==> src/rtl/bridge_16_32_pkg.sv <==
// Shared definitions for the 16->32 upsizing bridge: state encoding and
// the byte-lane steering helper used when a 16-bit access lands on a 32-bit bus.
package bridge_16_32_pkg;

  localparam logic [1:0] ST_IDLE  = 2'd0;
  localparam logic [1:0] ST_BUS   = 2'd1;
  localparam logic [1:0] ST_COMPL = 2'd2;

  typedef enum logic [1:0] {
    IDLE  = ST_IDLE,
    BUS   = ST_BUS,
    COMPL = ST_COMPL
  } state_t;

  // Place a 2-bit host byte select onto the upper or lower half of a 4-lane bus.
  function automatic logic [3:0] lane_steer(input logic hi_half, input logic [1:0] sel);
    return hi_half ? {sel, 2'b00} : {2'b00, sel};
  endfunction

endpackage

==> src/rtl/bridge_16_32_if.sv <==
// Host-side (16-bit) and bus-side (32-bit) signal bundle of the upsizing bridge.
// The bridge uses the slave view; whatever drives host requests and answers bus cycles uses master.
interface bridge_16_32_if;

  logic        h_cs;
  logic [31:0] h_addr;
  logic [15:0] h_wdata;
  logic [15:0] h_rdata;
  logic        h_wr_en;
  logic [1:0]  h_bytesel;
  logic        h_compl;
  logic        inv;
  logic [31:0] b_addr;
  logic [31:0] b_wdata;
  logic [31:0] b_rdata;
  logic        b_wr_en;
  logic [3:0]  b_bytesel;
  logic        b_compl;

  modport slave (
    input  h_cs, h_addr, h_wdata, h_wr_en, h_bytesel, inv, b_rdata, b_compl,
    output h_rdata, h_compl, b_addr, b_wdata, b_wr_en, b_bytesel
  );

  modport master (
    output h_cs, h_addr, h_wdata, h_wr_en, h_bytesel, inv, b_rdata, b_compl,
    input  h_rdata, h_compl, b_addr, b_wdata, b_wr_en, b_bytesel
  );

endinterface

==> src/rtl/bridge_16_32_hold.sv <==
// One-word read hold register: remembers the last fetched 32-bit bus word so
// the other halfword of it can be returned without a bus access.
module bridge_16_32_hold (
  input  logic        clk,
  input  logic        rst_n,
  input  logic        fill,
  input  logic [29:0] fill_addr,
  input  logic [31:0] fill_data,
  input  logic        clear,
  input  logic [29:0] cmp_addr,
  output logic        match,
  output logic [31:0] data
);

  logic        valid_q;
  logic [29:0] addr_q;
  logic [31:0] data_q;

  // Clear takes priority so an invalidate arriving with a fill leaves nothing cached.
  always_ff @(posedge clk or negedge rst_n) begin
    if (!rst_n) begin
      valid_q <= 1'b0;
      addr_q  <= '0;
      data_q  <= '0;
    end else if (clear) begin
      valid_q <= 1'b0;
    end else if (fill) begin
      valid_q <= 1'b1;
      addr_q  <= fill_addr;
      data_q  <= fill_data;
    end
  end

  always_comb begin
    match = valid_q && (addr_q == cmp_addr);
    data  = data_q;
  end

endmodule

==> src/rtl/bridge_16_32.sv <==
// Upsizing bridge: turns 16-bit host reads/writes into 32-bit bus transfers,
// steering byte lanes by h_addr[1], with an optional one-word read hold register.
module bridge_16_32
  import bridge_16_32_pkg::*;
#(
  parameter bit HOLD_EN = 1'b1
) (
  input  logic          clk,
  input  logic          rst_n,
  bridge_16_32_if.slave bif
);

  state_t      state;
  state_t      state_nx;

  logic        req;
  logic        hit;
  logic        idle_req;
  logic        bus_done;
  logic        hold_match;
  logic [31:0] hold_data;
  logic        hold_fill;
  logic        hold_clear;
  logic        unused_addr_bit;

  logic [29:0] b_word_q;
  logic [31:0] b_wdata_q;
  logic        b_wr_q;
  logic [3:0]  b_sel_q;
  logic        half_q;
  logic        inv_seen_q;
  logic [15:0] h_rdata_q;

  assign unused_addr_bit = bif.h_addr[0];

  assign req      = bif.h_cs && (|bif.h_bytesel);
  assign idle_req = (state == IDLE) && req;
  assign hit      = HOLD_EN && !bif.h_wr_en && hold_match && !bif.inv;
  assign bus_done = (state == BUS) && bif.b_compl;

  // A fill is skipped if inv was seen at any point while this read was on the bus.
  assign hold_fill  = bus_done && !b_wr_q && HOLD_EN && !inv_seen_q;
  assign hold_clear = bif.inv || (idle_req && bif.h_wr_en);

  bridge_16_32_hold u_hold (
    .clk       (clk),
    .rst_n     (rst_n),
    .fill      (hold_fill),
    .fill_addr (b_word_q),
    .fill_data (bif.b_rdata),
    .clear     (hold_clear),
    .cmp_addr  (bif.h_addr[31:2]),
    .match     (hold_match),
    .data      (hold_data)
  );

  always_ff @(posedge clk or negedge rst_n) begin
    if (!rst_n) begin
      state <= IDLE;
    end else begin
      state <= state_nx;
    end
  end

  always_comb begin
    state_nx = state;
    case (state)
      IDLE: begin
        if (req) begin
          state_nx = hit ? COMPL : BUS;
        end
      end
      BUS: begin
        if (bif.b_compl) begin
          state_nx = COMPL;
        end
      end
      COMPL:   state_nx = IDLE;
      default: state_nx = IDLE;
    endcase
  end

  // The request is withdrawn combinationally in the completion cycle itself.
  always_comb begin
    bif.h_compl   = (state == COMPL);
    bif.b_bytesel = ((state == BUS) && !bif.b_compl) ? b_sel_q : 4'b0000;
  end

  assign bif.h_rdata = h_rdata_q;
  assign bif.b_addr  = {b_word_q, 2'b00};
  assign bif.b_wdata = b_wdata_q;
  assign bif.b_wr_en = b_wr_q;

  always_ff @(posedge clk or negedge rst_n) begin
    if (!rst_n) begin
      b_word_q   <= '0;
      b_wdata_q  <= '0;
      b_wr_q     <= 1'b0;
      b_sel_q    <= 4'b0000;
      half_q     <= 1'b0;
      inv_seen_q <= 1'b0;
      h_rdata_q  <= '0;
    end else begin
      if (idle_req) begin
        half_q     <= bif.h_addr[1];
        inv_seen_q <= 1'b0;
        if (hit) begin
          h_rdata_q <= bif.h_addr[1] ? hold_data[31:16] : hold_data[15:0];
        end else begin
          b_word_q  <= bif.h_addr[31:2];
          b_wdata_q <= {bif.h_wdata, bif.h_wdata};
          b_wr_q    <= bif.h_wr_en;
          // Reads fetch the whole word when it can be kept for the other half.
          b_sel_q   <= (!bif.h_wr_en && HOLD_EN) ? 4'b1111
                                                 : lane_steer(bif.h_addr[1], bif.h_bytesel);
        end
      end
      if (state == BUS) begin
        if (bif.inv) begin
          inv_seen_q <= 1'b1;
        end
        if (bif.b_compl) begin
          b_sel_q <= 4'b0000;
          if (!b_wr_q) begin
            h_rdata_q <= half_q ? bif.b_rdata[31:16] : bif.b_rdata[15:0];
          end
        end
      end
    end
  end

endmodule

==> src/flat_wrapper.sv <==
// flat-port wrapper written by rule: the top's interface ports become plain ports
module bridge_16_32_flat import bridge_16_32_pkg::*;
#(
  parameter bit HOLD_EN = 1'b1
)
  (clk, rst_n, bif_h_cs, bif_h_addr, bif_h_wdata, bif_h_wr_en, bif_h_bytesel, bif_inv, bif_b_rdata, bif_b_compl, bif_h_rdata, bif_h_compl, bif_b_addr, bif_b_wdata, bif_b_wr_en, bif_b_bytesel);
  bridge_16_32_if bif_i ();
  input  logic clk;
  input  logic rst_n;
  input wire logic [$bits(bif_i.h_cs)-1:0] bif_h_cs;
  input wire logic [$bits(bif_i.h_addr)-1:0] bif_h_addr;
  input wire logic [$bits(bif_i.h_wdata)-1:0] bif_h_wdata;
  input wire logic [$bits(bif_i.h_wr_en)-1:0] bif_h_wr_en;
  input wire logic [$bits(bif_i.h_bytesel)-1:0] bif_h_bytesel;
  input wire logic [$bits(bif_i.inv)-1:0] bif_inv;
  input wire logic [$bits(bif_i.b_rdata)-1:0] bif_b_rdata;
  input wire logic [$bits(bif_i.b_compl)-1:0] bif_b_compl;
  output wire logic [$bits(bif_i.h_rdata)-1:0] bif_h_rdata;
  output wire logic [$bits(bif_i.h_compl)-1:0] bif_h_compl;
  output wire logic [$bits(bif_i.b_addr)-1:0] bif_b_addr;
  output wire logic [$bits(bif_i.b_wdata)-1:0] bif_b_wdata;
  output wire logic [$bits(bif_i.b_wr_en)-1:0] bif_b_wr_en;
  output wire logic [$bits(bif_i.b_bytesel)-1:0] bif_b_bytesel;
  assign bif_i.h_cs = bif_h_cs;
  assign bif_i.h_addr = bif_h_addr;
  assign bif_i.h_wdata = bif_h_wdata;
  assign bif_i.h_wr_en = bif_h_wr_en;
  assign bif_i.h_bytesel = bif_h_bytesel;
  assign bif_i.inv = bif_inv;
  assign bif_i.b_rdata = bif_b_rdata;
  assign bif_i.b_compl = bif_b_compl;
  assign bif_h_rdata = bif_i.h_rdata;
  assign bif_h_compl = bif_i.h_compl;
  assign bif_b_addr = bif_i.b_addr;
  assign bif_b_wdata = bif_i.b_wdata;
  assign bif_b_wr_en = bif_i.b_wr_en;
  assign bif_b_bytesel = bif_i.b_bytesel;
  bridge_16_32 #(.HOLD_EN(HOLD_EN)) u_core (.clk(clk), .rst_n(rst_n), .bif(bif_i));
endmodule
==> config.mk <==
export PLATFORM = sky130hd
export DESIGN_NAME = bridge_16_32_flat
export DESIGN_NICKNAME = d
export VERILOG_FILES = /design/src/rtl/bridge_16_32_pkg.sv /design/src/rtl/bridge_16_32_if.sv /design/src/rtl/bridge_16_32_hold.sv /design/src/rtl/bridge_16_32.sv /design/src/flat_wrapper.sv
export SDC_FILE = /design/constraint.sdc
export NUM_CORES = 1
export LEC_CHECK = 0
export ABC_AREA = 1
export CORE_ASPECT_RATIO = 0.6
export CORE_MARGIN = 5
export CORE_UTILIZATION = 50
export DETAILED_ROUTE_END_ITERATION = 6
export PLACE_DENSITY = 0.81
export SLEW_MARGIN = 20
export SYNTH_ARGS = -nofsm -noshare
export SYNTH_HDL_FRONTEND = slang
export SYNTH_SLANG_ARGS = --single-unit
export TNS_END_PERCENT = 5
==> constraint.sdc <==
create_clock -name clk -period 2.2 [get_ports clk]
set_input_delay 0.66 -clock clk [delete_from_list [all_inputs] [get_ports clk]]
set_output_delay 0.66 -clock clk [all_outputs]
set_load 0.02 [all_outputs]
==> results.json, run 1 <==
{
  "final_cell_mix": "nand2_1 (335), clkdlybuf4s50_1 (150), inv_1 (146), dfrtp_1 (134), o21ai_1 (49)",
  "core_sq_um": 13500,
  "global_route_wire_length_before_repair_um": 28630,
  "sw_frac_of_total_pct": 37.57,
  "status": "completed",
  "critPathLaunchType": "input port",
  "start_util_pct": 50.60,
  "placement.setup.worst_slack_ns": -0.4538,
  "p_leak_nw": 5.074,
  "ir_drop_uv": 636.7,
  "fin_cells": 1273,
  "post_place_cells": 1239,
  "worst_clock_skew_ns": 0.01367,
  "routed_wirelength_um": 18000,
  "chipWidth_um": 160.9,
  "power.share.combinational_pct": 41.3,
  "worst_setup_path_class": "in -> out",
  "report.final.hold_viol_count": 0,
  "postLayoutSetupSlackWorst_ns": 0.06190,
  "number_of_global_route_vias_before_repair": 5794,
  "hpwlAfterDp_um": 12810,
  "synth-seq-cells": 134,
  "synth.yosys.seq_area_share_pct": 49.08,
  "internal_power_mw": 7.654,
  "cts.path.max_buffers": 2,
  "ctsHtreeMaxLevel": 4,
  "syn_inst": 908,
  "mostFrequentLayoutCell": "nand2_1",
  "die-area_sq_um": 16180,
  "critical_path_cell_with_the_highest_stage_delay": "dlygate4sd2_1",
  "worst-endpoint-arrival_ns": 1.48,
  "hp-class": "in -> async",
  "diodes": 0,
  "finish.utilization_pct": 70.85,
  "post_drt_via_cell_ratio": 4.880,
  "tritoncts.num_buffers": 17,
  "final_nets": 1174,
  "critical_path.endpoint_type": "output pin",
  "max_clock_freq_ghz": 0.4677,
  "min_period_over_period_pct": 97.19,
  "final-setup-viol-count": 0,
  "clock_power_share_pct": 23.4,
  "drv.max_cap_violation_count": 0,
  "tritoncts_clock_tree": "done",
  "post_synth_num_cell_types": 26,
  "final_antenna_net_count": 0,
  "p_sw_mw": 4.605,
  "critPathMaxStageDelay_ns": 0.25,
  "fill_cells": 1066,
  "rsz_0062_raised_after_global_routing": "yes",
  "drv_slew": 0,
  "total_routing_usage_reported_by_global_routing_pct": 22.14,
  "syn_area_sq_um": 6832,
  "flow.area_growth_from_synthesis_pct": 40.02,
  "drc": 0,
  "globalRoute.totalOverflow": 0,
  "routedWlPerCell_um": 14.14,
  "synth.yosys.warnings": 0,
  "worstSkewPairLatency_ns": 0.41,
  "worst-endpoint-required_ns": 1.54,
  "first_pass_iters": 5,
  "layout_min_cycle_time_ns": 2.138,
  "ff2ff_setup_slack_ns": 0.42,
  "routed-via-count": 6212,
  "syn_avg_cell_area_sq_um": 7.524,
  "detail_route.iter0.violations": 482,
  "dieHeight_um": 100.5,
  "std_cell_rows": 33,
  "timing.critical_path.fanout_max": 3,
  "initial_antenna_violation_count": 2,
  "post-route-cell-area_sq_um": 9565,
  "power_per_cell_area_nw_per_um2": 1282,
  "clk_pin_slew_worst_paths_ns": 0.06,
  "globalplace.congestion": 0.7990,
  "placed_area_sq_um": 8812,
  "placement.io_buffers": 170,
  "boundaryPins": 174,
  "p_seq_share_pct": 35.4,
  "cts.root.buffer_cell": "clkbuf_16",
  "cts_num_sinks": 134,
  "ratio_of_cells_with_drive_above_1_in_the_final_layout_pct": 10.47,
  "grt_max_degree": 47,
  "crit_chain": "dlygate4sd2_1 -> inv_1 -> nand2_2 -> buf_4 -> nor2_4 -> buf_6"
}
layout make-up:
cell class / count / area [sq um] / share of cell area [%]
well taps: 175 / 219.0 / 2.289
clock inverters: 12 / 155.1 / 1.622
flip-flops and latches: 134 / 3353 / 35.06
multi-input cells: 570 / 2615 / 27.34
repair buffers: 209 / 2197 / 22.97
clock buffers: 19 / 442.9 / 4.630
inverters: 154 / 583.1 / 6.095
repair_timing:
action,CTS,global route
hold endpoints to repair,0,0
resized for setup,15,33
buffers inserted,0,2
cloned,0,1
endpoints found under the setup margin,7,73
pin swaps,0,7
hold buffers,0,0
path summary, 6_finish.rpt:
path                                   startpoint                        to  cells after the start
setup reg to reg                  u_core.state[0]        u_core.b_word_q[6]                      9
hold / removal                              rst_n  u_core.u_hold.addr_q[17]                      1
hold reg to reg            u_core.u_hold.data[23]    u_core.u_hold.data[23]                      2
max in group asynchronous                   rst_n     u_core.bif.h_rdata[1]                      2
min in group clk           u_core.u_hold.data[23]    u_core.u_hold.data[23]                      2
setup / recovery                      bif_b_compl          bif_b_bytesel[0]                      6
critical path, delay by kind of cell:
family | cells | cell delay (ns)
buffers and inverters | 4 | 0.64
and+or+nand+nor | 2 | 0.18
power groups by stage:
stage / Clock (mW) / Combinational [mW] / Sequential [mW]
2_1_floorplan: 0 / 2.40 / 4.84
3_3_place_gp: 0 / 4.82 / 4.31
3_5_place_dp: 0 / 4.95 / 4.35
4_1_cts: 2.91 / 5.01 / 4.32
5_1_grt: 3.03 / 5.57 / 4.48
6_report: 2.86 / 5.06 / 4.34
cell families (layout without fill, tap and decap cells):
group	count (synthesis)	after routing	synth area share (%)
simple gates	435	435	25.51
other cells	1	2	0.05489
buf+inv	205	394	13.66
compound gates	115	115	9.084
flops	134	134	49.08
xor+xnor	2	2	0.2565
mux	16	16	2.344
cell usage after synthesis:
cell,count,area [sq um]
buf_2,6,30.03
buf_6,10,112.6
or2_1,1,6.260
o21ai_2,3,26.28
conb_1,1,3.750
inv_2,7,26.28
nor2_1,49,183.9
nand2_1,341,1280
o21ai_1,49,245.2
nor2_4,1,11.26
nor2_2,3,18.77
buf_1,1,3.750
nand3_1,37,185.2
buf_4,21,157.7
clkbuf_1,13,48.80
mux2i_1,16,160.2
xnor2_1,1,8.760
inv_4,1,6.260
xor2_1,1,8.760
dfrtp_1,134,3353
a21oi_1,5,25.02
nor2_8,2,40.04
a21oi_2,9,78.83
o21ai_0,49,245.2
nand3_4,1,17.52
inv_1,146,548.0
registers in the layout (all words and copies together), names as in the netlist:
register and cells:
u_core.b_sel_q 4, u_core.b_word_q 30, u_core.bif.b_wdata 16, u_core.bif.b_wr_en 1
u_core.bif.h_rdata 16, u_core.half_q 1, u_core.inv_seen_q 1, u_core.state 2
u_core.u_hold.addr_q 30, u_core.u_hold.data 32, u_core.u_hold.valid_q 1
metrics by stage:
step	setup TNS, ns	hold WS (ns)	power, mW
after floorplan	0	0.3644	7.236
after global placement	-32.73	0.4693	9.131
after detailed placement	-36.33	0.4776	9.300
after CTS	-0.04255	0.1114	12.24
after global routing	-0.6680	0.1191	13.08
final	0	0.1194	12.26
routing by layer:
metal	vias to the layer above	share of wire [%]	GRT usage, %
met4	4	1.2	5.767
met5	-	0.14	0
li1	3088	-	-
met3	24	8.1	6.539
met2	219	44	33.74
met1	2877	46	31.27
Power figures use the tool's default switching activity.
==> run 2, diff against run 1 <==
--- a/config.mk
+++ b/config.mk
@@ -8,9 +8,10 @@
 export ABC_AREA = 1
 export CORE_ASPECT_RATIO = 0.6
 export CORE_MARGIN = 5
-export CORE_UTILIZATION = 50
+export CORE_UTILIZATION = 51
+export CTS_BUF_LIST = sky130_fd_sc_hd__clkbuf_8
 export DETAILED_ROUTE_END_ITERATION = 6
-export PLACE_DENSITY = 0.81
+export PLACE_DENSITY = 0.83
 export SLEW_MARGIN = 20
 export SYNTH_ARGS = -nofsm -noshare
 export SYNTH_HDL_FRONTEND = slang
==> results.json, run 2 (synthesis gave the netlist of run 1 again) <==
{
  "drv_slew": 0,
  "mostFrequentLayoutCell": "nand2_1",
  "cts.path.max_buffers": 2,
  "flip_flop_count_of_the_largest_register_all_copies_and_words_added": 32,
  "hp-class": "in -> async",
  "global_route_wire_length_before_repair_um": 29980,
  "die-area_sq_um": 15890,
  "post-route-cell-area_sq_um": 9236,
  "clock_power_share_pct": 19.6,
  "total_routing_usage_reported_by_global_routing_pct": 23.25,
  "ratio_of_cells_with_drive_above_1_in_the_final_layout_pct": 9.845,
  "cts_num_sinks": 134,
  "sw_frac_of_total_pct": 39.60,
  "power.share.combinational_pct": 43.1,
  "tritoncts.num_buffers": 17,
  "critPathLaunchType": "flop",
  "timing.critical_path.fanout_max": 3,
  "start_util_pct": 52.66,
  "boundaryPins": 174,
  "final_cell_mix": "nand2_1 (339), clkdlybuf4s50_1 (156), inv_1 (147), dfrtp_1 (134)",
  "postLayoutSetupSlackWorst_ns": 0.04685,
  "ir_drop_uv": 702.5,
  "cts.root.buffer_cell": "clkbuf_8",
  "routed-wl-met3_um": 1271,
  "final-setup-viol-count": 0,
  "critPathBufInv": 1,
  "reg2reg_from": "u_core.state[0]",
  "power_per_cell_area_nw_per_um2": 1260,
  "detail_route.iter0.violations": 418,
  "final_antenna_net_count": 0,
  "routed_wirelength_um": 18220,
  "critical_path.endpoint_type": "output pin",
  "hpwlAfterDp_um": 13090,
  "core_sq_um": 12970,
  "diodes": 0,
  "internal_power_mw": 7.032,
  "final_nets": 1172,
  "worst-endpoint-arrival_ns": 1.49,
  "globalRoute.totalOverflow": 0,
  "highest-signal-layer": "met4",
  "p_seq_share_pct": 37.3,
  "cts_hold_repair.buffers": 0,
  "worst_clock_skew_ns": 0.02451,
  "startpoint": "u_core.bif.b_wdata[19]",
  "globalplace.congestion": 0.8182,
  "tritoncts_clock_tree": "done",
  "placement.io_buffers": 170,
  "chipWidth_um": 159.4,
  "worst-endpoint-required_ns": 1.54,
  "routedWlPerCell_um": 14.38,
  "grt_max_degree": 68,
  "post_place_cells": 1235,
  "report.final.hold_viol_count": 0,
  "worst_setup_path_class": "reg -> out",
  "clk_pin_slew_worst_paths_ns": 0.09,
  "critPathMaxStageDelay_ns": 0.63,
  "status": "completed",
  "placed_area_sq_um": 8751,
  "timing.critical_path.max_delay_family": "buffers and inverters",
  "rsz_0062_raised_after_global_routing": "yes",
  "min_period_over_period_pct": 97.87,
  "placement.setup.worst_slack_ns": -0.4628,
  "detailroute.wirelength.met2_um": 8061,
  "routed-via-count": 6131,
  "max_clock_freq_ghz": 0.4644,
  "worstSkewPairLatency_ns": 0.45,
  "p_sw_mw": 4.609,
  "setup-tns-final_ns": 0,
  "drv.max_cap_violation_count": 0,
  "initial_antenna_violation_count": 0,
  "m1WireLength_um": 8567,
  "ctsHtreeMaxLevel": 4,
  "post_drt_via_cell_ratio": 4.839,
  "layout_min_cycle_time_ns": 2.153,
  "p_leak_nw": 4.906,
  "fin_cells": 1267,
  "number_of_global_route_vias_before_repair": 6004,
  "crit_chain": "clkdlybuf4s50_1",
  "flow.area_growth_from_synthesis_pct": 35.20,
  "first_pass_iters": 5,
  "cts_setup_buffers": 0,
  "std_cell_rows": 32,
  "dieHeight_um": 99.65,
  "drc": 0,
  "critical_path_cell_with_the_highest_stage_delay": "clkdlybuf4s50_1"
}
## run 2: cell count changes in the layout (fill, tap and decap cells not counted), moves of 4 or more
cell             delta
clkbuf_16          -18
clkbuf_8           +16
buf_4               +6
clkdlybuf4s50_1     +6
dlymetal6s2s_1      -6
buf_12              -5
nand2_1             +4
nand2_2             -4
## run 2: routing by layer
layer | global-route usage (%) | up-vias
met5 | 0 | -
met1 | 32.30 | 2838
met3 | 5.714 | 27
li1 | - | 3071
met4 | 7.798 | 0
met2 | 36.11 | 195
## run 2: through the flow
| step | power, mW | hold WS (ns) | utilization [%] |
|---|---|---|---|
| 5_1_grt | 12.46 | 0.1322 | 71.20 |
| 3_3_place_gp | 9.138 | 0.4672 | 67.46 |
| 4_1_cts | 11.70 | 0.1258 | 70.95 |
| 6_report | 11.64 | 0.1250 | 71.20 |
| 3_5_place_dp | 9.350 | 0.4716 | 67.46 |
| 2_1_floorplan | 7.236 | 0.3644 | - |
## run 2: power by group through the flow
stage,registers (mW),logic (mW),clock network (mW)
after floorplan,4.84,2.40,0
after global placement,4.29,4.85,0
after detailed placement,4.35,5.00,0
after CTS,4.33,5.05,2.32
after global routing,4.49,5.55,2.42
final,4.34,5.02,2.28
## run 2: worst paths after layout
check | to | slack (ns) | cells after the start
min in group clk | u_core.u_hold.data[31] | 0.49 | 2
worst min-delay path | u_core.u_hold.addr_q[4] | 0.12 | 1
worst max-delay path | bif_b_wdata[19] | 0.05 | 1
worst max register to register | u_core.u_hold.data[4] | 0.38 | 9
max in group asynchronous | u_core.bif.b_wdata[29] | 1.40 | 2
worst min register to register | u_core.u_hold.data[31] | 0.49 | 2
## run 2: area by class of cell
| type | count | area [sq um] |
|---|---|---|
| multi-input cells | 570 | 2589 |
| repair buffers | 207 | 2063 |
| fillers | 1052 | 3736 |
| well taps | 170 | 212.7 |
| inverters | 154 | 580.6 |
| clock inverters | 15 | 203.9 |
| clock buffers | 17 | 234.0 |
| flip-flops and latches | 134 | 3353 |
## run 2: what timing repair did
item                       CTS  global route
pin swaps                    0             1
hold endpoints to repair     0             0
setup endpoints to repair    6            23
resized for setup           20            12
==> run 3, diff against run 2 <==
--- a/config.mk
+++ b/config.mk
@@ -10,8 +10,11 @@
 export CORE_MARGIN = 5
 export CORE_UTILIZATION = 51
 export CTS_BUF_LIST = sky130_fd_sc_hd__clkbuf_8
+export CTS_CLUSTER_DIAMETER = 120
+export CTS_CLUSTER_SIZE = 10
 export DETAILED_ROUTE_END_ITERATION = 6
 export PLACE_DENSITY = 0.83
+export REMOVE_ABC_BUFFERS = 1
 export SLEW_MARGIN = 20
 export SYNTH_ARGS = -nofsm -noshare
 export SYNTH_HDL_FRONTEND = slang
==> results.json, run 3 (synthesis gave the netlist of run 1 again) <==
{
  "status": "completed",
  "cts.path.max_buffers": 2,
  "ff2ff_setup_slack_ns": 0.27,
  "routed-via-count": 6212,
  "ir_drop_uv": 642.4,
  "cts_num_sinks": 134,
  "hp-class": "in -> async",
  "placement.setup.worst_slack_ns": -0.4194,
  "number_of_global_route_vias_before_repair": 6078,
  "placement.io_buffers": 170,
  "dieHeight_um": 99.65,
  "min_period_over_period_pct": 97.55,
  "cts_hold_repair.buffers": 0,
  "crit_chain": "clkdlybuf4s50_1 -> inv_1 -> nand2_2 -> nor2_1 -> buf_2",
  "total_power_mw": 11.60,
  "worst_clock_skew_ns": 0.01490,
  "mostFrequentLayoutCell": "nand2_1",
  "core_sq_um": 12970,
  "postLayoutSetupSlackWorst_ns": 0.05395,
  "final_nets": 1184,
  "detail_route.iter0.violations": 321,
  "tritoncts_clock_tree": "done",
  "final-setup-viol-count": 0,
  "initial_antenna_violation_count": 1,
  "report.final.hold_viol_count": 0,
  "critPathMaxStageDelay_ns": 0.40,
  "chipWidth_um": 159.4,
  "first_pass_iters": 5,
  "ctsHtreeMaxLevel": 4,
  "globalplace.congestion": 0.8025,
  "flip_flop_count_of_the_largest_register_all_copies_and_words_added": 32,
  "globalRoute.totalOverflow": 0,
  "std_cell_rows": 32,
  "routed_wirelength_um": 18530,
  "post_drt_via_cell_ratio": 4.857,
  "grt_max_degree": 49,
  "ratio_of_cells_with_drive_above_1_in_the_final_layout_pct": 11.28,
  "die-area_sq_um": 15890,
  "power_per_cell_area_nw_per_um2": 1224,
  "critical_path.endpoint_type": "output pin",
  "worst-endpoint-arrival_ns": 1.49,
  "tritoncts.num_buffers": 17,
  "layout_min_cycle_time_ns": 2.146,
  "critical_path_cell_with_the_highest_stage_delay": "clkdlybuf4s50_1",
  "clk_pin_slew_worst_paths_ns": 0.08,
  "finish.utilization_pct": 73.02,
  "final_antenna_net_count": 0,
  "max_clock_freq_ghz": 0.4660,
  "rsz_0062_raised_after_global_routing": "yes",
  "cts.root.buffer_cell": "clkbuf_8",
  "drv.max_cap_violation_count": 0,
  "boundaryPins": 174,
  "flow.area_growth_from_synthesis_pct": 38.66,
  "timing.critical_path.fanout_max": 5,
  "hpwlAfterDp_um": 13060,
  "worst-endpoint-required_ns": 1.54,
  "start_util_pct": 52.66,
  "final_cell_mix": "nand2_1 (338), inv_1 (140), clkdlybuf4s50_1 (134), dfrtp_1 (134), o21ai_1 (52)",
  "routedWlPerCell_um": 14.49,
  "global_route_wire_length_before_repair_um": 29380,
  "critPathLaunchType": "input port",
  "p_leak_nw": 5.203,
  "total_routing_usage_reported_by_global_routing_pct": 22.58,
  "worst_setup_path_class": "in -> out",
  "worstSkewPairLatency_ns": 0.44,
  "drv_slew": 0,
  "drc": 0
}
==> run 3: final cells by class <==
cell class	instances	area, sq um
fill	1016	3500
sequential	134	3353
inverter	154	585.6
multi-input combinational	570	2574
tap	170	212.7
timing repair buffer	219	2326
clock buffer	17	234.0
antenna	1	2.502
clock inverter	14	185.2
==> run 3: worst max-delay path: cells and delay by family <==
kind                   cells  cell delay, ns
buffers and inverters      3            0.65
AND/OR/NAND/NOR            2            0.18
==> run 3: what timing repair did <==
item / 4_1_cts / 5_1_grt
gates cloned: 0 / 4
resized for setup: 18 / 53
pin swaps: 0 / 7
endpoints found under the setup margin: 6 / 72
buffers inserted: 0 / 1
==> run 3: where the power goes <==
group	switching [mW]	total, mW	internal, mW
logic	2.76	5.04	2.28
clock network	0.975	2.20	1.22
registers	0.785	4.36	3.57
==> run 3: layer usage <==
metal	vias up	global-route usage (%)	wire length (um)
li1	3111	-	-
met1	2899	30.64	8571
met2	185	36.76	8663
met3	17	5.921	1151
met4	0	5.308	146
met5	-	0	0
==> run 3: worst paths after layout <==
check	from	to	cells past startpoint
max in group asynchronous	rst_n	u_core.b_word_q[2]	2
worst max register to register	u_core.u_hold.addr_q[5]	u_core.b_word_q[5]	13
worst min-delay path	rst_n	u_core.u_hold.data[21]	1
worst max-delay path	bif_b_compl	bif_b_bytesel[1]	5
worst min register to register	u_core.u_hold.data[9]	u_core.u_hold.data[9]	2
min in group clk	u_core.u_hold.data[9]	u_core.u_hold.data[9]	2
==> run 3: through the flow <==
step | area [sq um] | setup TNS [ns] | instances | hold slack, ns
4_1_cts | 9268 | 0 | 1273 | 0.1611
2_1_floorplan | 6482 | -60.10 | 858 | 0.3644
5_1_grt | 9473 | -0.01613 | 1279 | 0.1718
3_3_place_gp | 8871 | -30.45 | 1242 | 0.4679
6_report | 9473 | 0 | 1279 | 0.1532
3_5_place_dp | 8871 | -33.74 | 1242 | 0.4768
